**config.mk**
```make
export PLATFORM = sky130hd
export DESIGN_NAME = chn_adder_pipe
export DESIGN_NICKNAME = d
export VERILOG_FILES = /design/src/rtl/chn_adder_pipe.sv
export SDC_FILE = /design/constraint.sdc
export NUM_CORES = 1
export LEC_CHECK = 0
export BUFFER_PORTS_ARGS = -buffer_cell sky130_fd_sc_hd__buf_2
export CORE_ASPECT_RATIO = 0.9
export CORE_MARGIN = 10
export CORE_UTILIZATION = 45
export DETAILED_ROUTE_END_ITERATION = 16
export GPL_TIMING_DRIVEN = 0
export PLACE_DENSITY = 0.64
export SKIP_LAST_GASP = 1
export SLEW_MARGIN = 15
export SYNTH_ARGS = -nofsm -noshare
export SYNTH_HDL_FRONTEND = slang
export SYNTH_SLANG_ARGS = --single-unit
```
**constraint.sdc**
```tcl
create_clock -name clk -period 2.95 [get_ports clk]
set_input_delay 0.4425 -clock clk [delete_from_list [all_inputs] [get_ports clk]]
set_output_delay 0.4425 -clock clk [all_outputs]
set_load 0.01 [all_outputs]
```
**src/rtl/chn_adder_pipe.sv**
```systemverilog
// CH-lane signed add/sub/accumulate datapath with one registered output stage and valid/ready flow control.
// Optional macro CH_ADDER_SAT_EN: overflowing lanes saturate instead of wrapping.
module chn_adder_pipe #(
  parameter int CH = 8,
  parameter int DW = 8
) (
  input  logic                  clk,
  input  logic                  rst_n,
  input  logic                  in_valid,
  output logic                  in_ready,
  input  logic [1:0]            op,
  input  logic [CH-1:0][DW-1:0] a_in,
  input  logic [CH-1:0][DW-1:0] b_in,
  output logic                  out_valid,
  input  logic                  out_ready,
  output logic [CH-1:0][DW-1:0] z_out,
  output logic [CH-1:0]         ovf_out
);

  typedef enum logic [1:0] {
    OP_ADD  = 2'b00,
    OP_SUB  = 2'b01,
    OP_ACC  = 2'b10,
    OP_LOAD = 2'b11
  } op_e;

  op_e                   op_sel;
  logic                  fire_in;
  logic                  acc_wr;
  logic [CH-1:0][DW-1:0] acc;
  logic [CH-1:0][DW-1:0] lane_val;
  logic [CH-1:0]         lane_ovf;

  assign op_sel   = op_e'(op);
  assign in_ready = ~out_valid | out_ready;
  assign fire_in  = in_valid & in_ready;
  assign acc_wr   = fire_in & ((op_sel == OP_ACC) | (op_sel == OP_LOAD));

  // Each lane works one bit wider so the carry into the sign position is visible.
  for (genvar i = 0; i < CH; i++) begin : g_lane
    logic [DW:0]   a_ext;
    logic [DW:0]   b_ext;
    logic [DW:0]   acc_ext;
    logic [DW:0]   raw;
    logic [DW-1:0] val;

    assign a_ext   = {a_in[i][DW-1], a_in[i]};
    assign b_ext   = {b_in[i][DW-1], b_in[i]};
    assign acc_ext = {acc[i][DW-1], acc[i]};

    always_comb begin
      raw = a_ext;
      case (op_sel)
        OP_ADD:  raw = a_ext + b_ext;
        OP_SUB:  raw = a_ext - b_ext;
        OP_ACC:  raw = acc_ext + a_ext;
        default: raw = a_ext;
      endcase
    end

    assign lane_ovf[i] = raw[DW] ^ raw[DW-1];

`ifdef CH_ADDER_SAT_EN
    always_comb begin
      val = raw[DW-1:0];
      if (lane_ovf[i]) begin
        val = raw[DW] ? {1'b1, {(DW-1){1'b0}}} : {1'b0, {(DW-1){1'b1}}};
      end
    end
`else
    assign val = raw[DW-1:0];
`endif

    assign lane_val[i] = val;
  end

  // A new result always replaces the held one; a drain without refill leaves a bubble.
  always_ff @(posedge clk or negedge rst_n) begin
    if (!rst_n) begin
      out_valid <= 1'b0;
      z_out     <= '0;
      ovf_out   <= '0;
    end else if (fire_in) begin
      out_valid <= 1'b1;
      z_out     <= lane_val;
      ovf_out   <= lane_ovf;
    end else if (out_ready) begin
      out_valid <= 1'b0;
    end
  end

  always_ff @(posedge clk or negedge rst_n) begin
    if (!rst_n) begin
      acc <= '0;
    end else if (acc_wr) begin
      acc <= lane_val;
    end
  end

endmodule

```
Word level (Yosys, flattened, before mapping) --
Index checks and enable logic that the tools add are counted.
Word-level totals: register bits 137, logic and storage cells 70, output and inout bits 74, input port bits 134
Operators by class: reductions and logical operators 2, bitwise gates (word level) 13, multiplexer cells 10, add/subtract/negate cells 24, equal/unequal tests 3
Operators by type and width (count):
- one-hot mux 9 bit (3 select lines) | 8
- adder 8 x 8 -> 9 bit | 16
- subtractor 8 x 8 -> 9 bit | 8
- XOR 1 bit | 8
- == test 2 bit, second input constant | 2
- AND 1 bit | 2
- == test 2 x 1 -> 1 bit, second input constant | 1
- logical NOT 2 bit | 1
- 2-to-1 mux 1 bit | 2
- bitwise OR 1 bit | 2
- nonzero test 2 bit | 1
- inverter 1 bit | 1

Depth between registers and ports, before layout --
Gate-level depths: netlist of the first run.
word-level depth 4, mapped depth 16, gate-level depth less buffers 14

Worst setup path after synthesis of the first run --
OpenSTA, ideal clock, no wires.
kind input port to flip-flop, from input port op[0], to register ovf_out[7], path slack -0.710 ns, cell stages on the path 15, path buffers 4, required time 2.829 ns, data arrival time 3.539 ns, setup time 0.121 ns, cell sequence inv_1 ha_1 buf_2 buf_2 buf_1 buf_1 a22oi_1 o21ai_0 ha_1 a21o_1 a31oi_2 nand2_1 o311ai_2 xnor3_1 a22o_1
Between the ends: word-level cells in the longest chain between the ends 3, elaborated cells between the ends (all ways) 5, classes of those cells 2 x eq/ne; 1 x mux; 1 x bitwise; 1 x reduce/logical
RTL lines:
- start, declared | RTL line 11 | input logic [1:0] op,
- == test 2 bit (tied with other cells) | RTL line 53 | case (op_sel)
- one-hot mux 9 bit (3 select lines) * | RTL line 53
- XOR 1 bit * | RTL line 61 | assign lane_ovf[i] = raw[DW] ^ raw[DW-1];
- end signal, assigned | RTL line 86 | ovf_out <= lane_ovf;
- end, declared | RTL line 17 | output logic [CH-1:0] ovf_out
Every way passes the cells marked *; elsewhere a longest branch is shown, timed or not. A chain may end at the register's enable or synchronous reset.

Final worst setup path of the first run --
from input port op[0], to register ovf_out[3]
The elaborated chain is that of the path after synthesis.

==> results.txt, run 1 <==
area share of and/or/nand/nor cells after synthesis: 0.143
gpl congestion: 0.908
ratio of cells with drive above 1 in the final layout: 0.293
final hold violation count: 0
Setup Viol. Count Final: 7
IO buf count: 207
initial antenna violation count: 10
top cell type's share of synthesized area: 0.325
min-delay src: in_valid
CTS tree: built
Rows: 53
vias: 11000
met1 usage: 0.348
Fill cells: 2045
Critical R2R Capture: ovf_out[0]$_DFFE_PN0P_
PwrDens: 601 nW/um2
Slew @ Worst Pin: 1.24 ns
met2 usage: 0.435
CTS clock-pin slew for the worst setup and hold paths: 0.06 ns
Post-Synthesis Cells: 1230
DRT Pass-1 Iters: 8
area leader, netlist: dfrtp_1
Cells after DPL: 1740
Setup TNS: -0.223 ns
Synth Area in Compound Gates: 0.258
RSZ-0062 raised after global routing: yes
Worst EP arrival: 3.34 ns
number of clock sinks: 137
global routing usage on met3: 0.0651
DR WL/cell: 22.9 um
Overall Global Routing Usage: 0.270
Num CTS Buffers: 17
Finished Layout Cells: 1845
Final Skew: 0.00988 ns
fraction of synthesized cell area in xor and xnor cells: 0.0502
synthesis-to-layout area growth: 34.5%
Post-Syn Area: 10500 um2
gr ovfl total: 0
sink of the worst hold path: out_valid$_DFFE_PN0P_
Syn Nets: 1455
EDFF count, synth: 0
fin worst setup slack: -0.0788 ns
Worst-Skew Late Latency: 0.43 ns
max_cap viols: 0
H-tree depth: 4
IO Pins: 208
Slew Limit Fails: 0
Initial DRC Count: 1181
Worst slew margin: 0.172
largest family of logic cells by synthesized area: compound AO/OA/AOI/OAI gates
DIE WIDTH: 181 um
reg2reg start: out_valid$_DFFE_PN0P_
Max VDD drop: 0.348 mV
Longest Clk Path Bufs: 2
Starting Density: 0.454
Reg2Reg Depth: 7
mux cell area share after synthesis: 0.0565
post-synthesis async set-or-reset flop share: 1.00
grt peak-use layer: met2
CP max stage delay: 0.41 ns
final antenna-violating net count: 0
CTS Root Cell: clkbuf_16
Top delay family on crit path: compound AO/OA/AOI/OAI gates
Post-Synth Adder-Cell Area: 0.114
Final period util: 1.03
maximum clock rate: 0.330 GHz
Crit path buffers/inverters: 7
crit path max fanout: 7
most common cell after layout, fill and taps aside: buf_2
die area: 29900 um2
Crit path required time: 3.26 ns
HP Class: input pin to register
Leak: 0.00685 uW
DP Wirelength: 29.7 mm
fin crit period: 3.03 ns
fin nets: 1747
prevailing post-synth register cell: dfrtp_1
synth unique cells: 58
vias in the first global route: 11100
sequential area share after synthesis: 0.325
Via-to-Cell Ratio: 5.96
Synth area leaders: dfrtp_1, ha_1, o21ai_0, nand2_1, mux2i_1
CORE AREA: 23200 um2
dpl ws: -1.62 ns
Worst Setup End Kind: register
Die Y: 165 um
reg2reg setup slack: 0.15 ns
Slowest cell on crit path: xnor3_1
Startpoint Class: input pin
most frequent cells in the layout: buf_2, nand2_1, dfrtp_1
failing checks: negative setup slack
post-synthesis register bit count: 137
Setup CP Type: input pin to register
status: finished with violations
CP Cell Sequence: buf_8, inv_4, ha_4, buf_12, buf_12, clkbuf_16, buf_4, a222oi_1, inv_1, ha_4, a21o_1, a31o_1, a31oi_2, xnor3_1, a22o_1
hold depth: 2
YS warnings: 0
Post-route DRC: 0
drt total wl: 42.3 mm
Syn Area/Cell: 8.57 um2
largest net degree at the start of global routing: 72
global-route wire length before repair: 62.9 mm
## cell type report
type	count	area, um2	area share
clock inverters	10	139	0.00980
well taps	302	378	0.0267
repair buffers	276	1710	0.121
clock buffers	22	484	0.0342
plain buffers	64	531	0.0374
inverters	80	303	0.0214
diodes	8	20.0	0.00141
flip-flops and latches	137	3430	0.242
multi-input cells	946	7180	0.506
## logic make-up after synthesis
kind of cell / count (synthesis)
multiplexers: 58
buffers and inverters: 147
XOR/XNOR: 47
flip-flops: 137
AO/OA/AOI/OAI: 421
adder cells (fa/ha/maj): 91
AND/OR/NAND/NOR: 329
## worst max path at each step
stage          depth (start not counted)                endpoint    start  slack, ns
5_1_grt                               16  ovf_out[0]$_DFFE_PN0P_    op[0]      -0.17
4_1_cts                               15  ovf_out[0]$_DFFE_PN0P_  b_in[0]      -0.07
6_report                              15  ovf_out[3]$_DFFE_PN0P_    op[0]      -0.08
2_1_floorplan                         15  ovf_out[3]$_DFFE_PN0P_    op[0]      -0.34
3_5_place_dp                          14  ovf_out[1]$_DFFE_PN0P_    op[1]      -1.62
3_3_place_gp                          15  ovf_out[2]$_DFFE_PN0P_    op[1]      -1.52
## synth_stat cells, types with 8 or more instances
| cell type | n |
|---|---|
| nand2b_1 | 19 |
| a31oi_1 | 20 |
| a22oi_1 | 27 |
| a22o_1 | 15 |
| o21a_1 | 10 |
| a222oi_1 | 23 |
| a211o_1 | 8 |
| a21oi_1 | 61 |
| nand2_1 | 156 |
| mux2i_1 | 46 |
| dfrtp_1 | 137 |
| xnor3_1 | 8 |
| o21ai_0 | 166 |
| nor2b_1 | 17 |
| nand4_1 | 10 |
| a31o_2 | 8 |
| inv_1 | 80 |
| fa_1 | 8 |
| ha_1 | 83 |
| buf_1 | 18 |
| clkbuf_1 | 44 |
| xnor2_1 | 12 |
| a211oi_1 | 11 |
| nor2_1 | 58 |
| xor2_1 | 26 |
| a21o_1 | 33 |
| mux2_2 | 12 |
| nor3_1 | 45 |
## through the flow
stage	power, uW	hold WS [ns]	area (um2)	utilization
floorplan	4570	0.147	10700	-
global placement	5590	0.457	12100	0.521
detailed placement	5680	0.447	12100	0.522
CTS	8290	0.253	13700	0.590
global route	9020	0.269	14200	0.610
finish	8520	0.251	14200	0.611
## report_power, final
group / total (uW) / switching, uW / internal (uW)
sequential: 2720 / 318 / 2400
clock: 2330 / 907 / 1420
combinational: 3480 / 1900 / 1570
## flip-flops by register name (all words and copies together) (netlist names)
| register | count |
|---|---|
| z_out | 64 |
| out_valid | 1 |
| acc | 64 |
| ovf_out | 8 |
## worst reg2reg max path, stage by stage, from the launching register on
cell,delay (ns)
dfrtp_1,0.35
nand2b_1,0.13
nand2_1,0.15
clkbuf_1,0.69
buf_1,0.75
buf_1,0.42
nand2_1,0.13
o31ai_2,0.07
## per-layer routing
metal / vias up / wire [um]
met4: 6 / 1050
met5: - / 28
met3: 76 / 4170
li1: 5068 / -
met1: 5310 / 17600
met2: 531 / 19500
## repair_timing
| item | 4_1_cts | 5_1_grt |
|---|---|---|
| buffers inserted | 54 | 7 |
| hold buffers | 1 | 0 |
| endpoints found under the hold margin | 9 | 0 |
| endpoints found under the setup margin | 119 | 44 |
| cloned | 2 | 4 |
| resized for setup | 114 | 94 |
| pin swaps | 46 | 24 |
Note: power is estimated with default switching activity, not from simulation.
==> inputs of run 2 (changes only) <==
CORE_UTILIZATION = 57   (was 45)
MAX_ROUTING_LAYER = met4   (was not set)
PLACE_DENSITY = 0.79   (was 0.64)
==> run 2 against run 1 <==
Effect of this change: the run still ends with negative setup slack left; final area is 1.7% higher; routed wire length increased by 1.2%; non-clock buffer count grew 20; global-route usage grew 6.0 points; first-iteration DRC count grew 42%; critical path type unchanged; largest power group unchanged.
==> results.txt, run 2 (synthesis results as in run 1) <==
status: finished with violations
failing checks: negative setup slack
synthesis-to-layout area growth: 36.8%
fin nets: 1767 (+1.1%)
Worst slew margin: 0.115 (-0.0572)
crit path max fanout: 10 (+3)
DP Wirelength: 28.0 mm (-5.7%)
Final period util: 1.12 (+0.0890)
drt total wl: 42.8 mm (+1.2%)
Worst-Skew Late Latency: 0.44 ns (about the same)
Critical R2R Capture: z_out[21]$_DFFE_PN0P_
Setup TNS: -1.49 ns (-1.27 ns)
fin crit period: 3.29 ns (+0.263 ns)
DRT Pass-1 Iters: 8 (unchanged)
Fill cells: 1187 (-42%)
fin worst setup slack: -0.341 ns (-0.263 ns)
Cells after DPL: 1683 (-3.3%)
die area: 24300 um2 (-19%)
reg2reg setup slack: 0.02 ns (-0.13 ns)
reg2reg start: out_valid$_DFFE_PN0P_
Longest Clk Path Bufs: 2 (unchanged)
Crit path required time: 3.28 ns (+0.02 ns)
IO Pins: 208 (unchanged)
number of clock sinks: 137 (unchanged)
initial antenna violation count: 9 (-1)
Rows: 47 (-11%)
Via-to-Cell Ratio: 6.46 (+8.5%)
area of the multi-input gates: 7390 um2 (+2.9%)
register area: 3430 um2 (unchanged)
H-tree depth: 4 (unchanged)
Post-route DRC: 0 (unchanged)
HP Class: input pin to register
Startpoint Class: input pin
Initial DRC Count: 1674 (+42%)
sink of the worst hold path: out_valid$_DFFE_PN0P_
min-delay src: in_valid
global-route wire length before repair: 60.9 mm (-3.1%)
Largest regs: acc x64, z_out x64, ovf_out x8
CORE AREA: 18300 um2 (-21%)
DIE WIDTH: 163 um (-9.9%)
CTS clock-pin slew for the worst setup and hold paths: 0.06 ns (about the same)
IO buf count: 207 (unchanged)
Worst EP arrival: 3.62 ns (+0.28 ns)
ratio of cells with drive above 1 in the final layout: 0.315 (+0.0228)
maximum clock rate: 0.304 GHz (-8.0%)
CTS tree: built
Setup Viol. Count Final: 16 (+9)
Starting Density: 0.576 (+0.122)
CTS Root Cell: clkbuf_16
most frequent cells in the layout: buf_2, nand2_1, dfrtp_1
Num CTS Buffers: 17 (unchanged)
gr ovfl total: 0 (unchanged)
most common cell after layout, fill and taps aside: buf_2
Leak: 0.00692 uW (+1.0%)
Slew @ Worst Pin: 1.33 ns (+0.0858 ns)
vias: 11700 (+6.4%)
hold depth: 2 (unchanged)
Overall Global Routing Usage: 0.330 (+0.0602)
Max VDD drop: 0.487 mV (+40%)
RSZ-0062 raised after global routing: yes
Finished Layout Cells: 1809 (-2.0%)
DR WL/cell: 23.7 um (+3.3%)
Min Hold Slack: 0.252 ns (+0.000531 ns)
gpl congestion: 0.948 (+4.4%)
vias in the first global route: 11100 (+0.38%)
largest net degree at the start of global routing: 72 (unchanged)
Die Y: 149 um (-9.8%)
Setup CP Type: input pin to register
final hold violation count: 0 (unchanged)
Worst Setup End Kind: register
Final Skew: 0.00872 ns (-0.00116 ns)
max_cap viols: 0 (unchanged)
Slew Limit Fails: 0 (unchanged)
PwrDens: 599 nW/um2 (-0.34%)
final antenna-violating net count: 0 (unchanged)
Reg2Reg Depth: 7 (unchanged)
Pwr Total: 8640 uW (+1.3%)
[run 2: changes by cell type in the layout (fill, tap and decap cells not counted), moves of 4 or more]
cell       delta
buf_6         +9
clkbuf_16     -4
buf_4        +14
buf_8         +5
inv_1         -5
o21ai_1       -6
ha_4          +7
a21oi_2       +4
ha_1          -7
a21oi_1       -4
[run 2: final cells by class]
type,instances,area share
Tap cell,245,0.0213
Inverter,80,0.0218
Timing Repair Buffer,296,0.130
Antenna cell,10,0.00174
Buffer,64,0.0352
Multi-Input combinational cell,946,0.513
Sequential cell,137,0.238
Clock inverter,9,0.00859
Clock buffer,22,0.0315
[run 2: how the worst max path moves through the flow]
stage / startpoint / to / slack, ns / depth (start not counted)
2_1_floorplan: op[0] / ovf_out[3]$_DFFE_PN0P_ / -0.34 / 15
3_3_place_gp: op[1] / ovf_out[1]$_DFFE_PN0P_ / -1.57 / 14
3_5_place_dp: op[1] / ovf_out[2]$_DFFE_PN0P_ / -1.51 / 15
4_1_cts: op[1] / ovf_out[3]$_DFFE_PN0P_ / -0.07 / 15
5_1_grt: op[0] / ovf_out[2]$_DFFE_PN0P_ / -0.37 / 15
6_report: op[0] / ovf_out[2]$_DFFE_PN0P_ / -0.34 / 15
[run 2: metrics by stage]
step                      setup WS, ns  area [um2]  utilization
after floorplan                 -0.338       10700            -
after global routing            -0.368       14400        0.788
after detailed placement         -1.51       12100        0.659
after CTS                      -0.0712       13700        0.749
after global placement           -1.57       12000        0.657
final                           -0.341       14400        0.788
[run 2: worst max-delay path, cell delays in order]
cell and delay [ns]:
buf_8 0.10, inv_4 0.05, ha_4 0.22, buf_12 0.15
clkbuf_4 0.25, nor3_2 0.23, a21oi_1 0.09, o21ai_1 0.27
ha_1 0.30, a21o_1 0.19, a21o_1 0.19, a31o_2 0.25
a31oi_1 0.20, xnor3_1 0.45, a22o_1 0.21
[run 2: routing by layer]
layer | wire (um) | up-vias | part of all wire | GRT usage
li1 | - | 5129 | - | -
met1 | 16400 | 5562 | 0.38 | 0.409
met2 | 19200 | 805 | 0.45 | 0.495
met3 | 4920 | 194 | 0.11 | 0.0869
met4 | 2230 | 0 | 0.052 | 0.154
met5 | 0 | - | 0 | -
[run 2: what timing repair did]
action,CTS,global route
cloned,2,0
hold endpoints to repair,28,0
endpoints found under the setup margin,109,42
hold buffers,1,0
setup buffers,61,26
pin swaps,50,49
resized for setup,128,131
[run 2: where the power goes]
part	internal (uW)	switching (uW)	total (uW)
Sequential	2400	309	2710
Combinational	1680	2050	3730
Clock	1340	860	2200
Total	5420	3220	8640
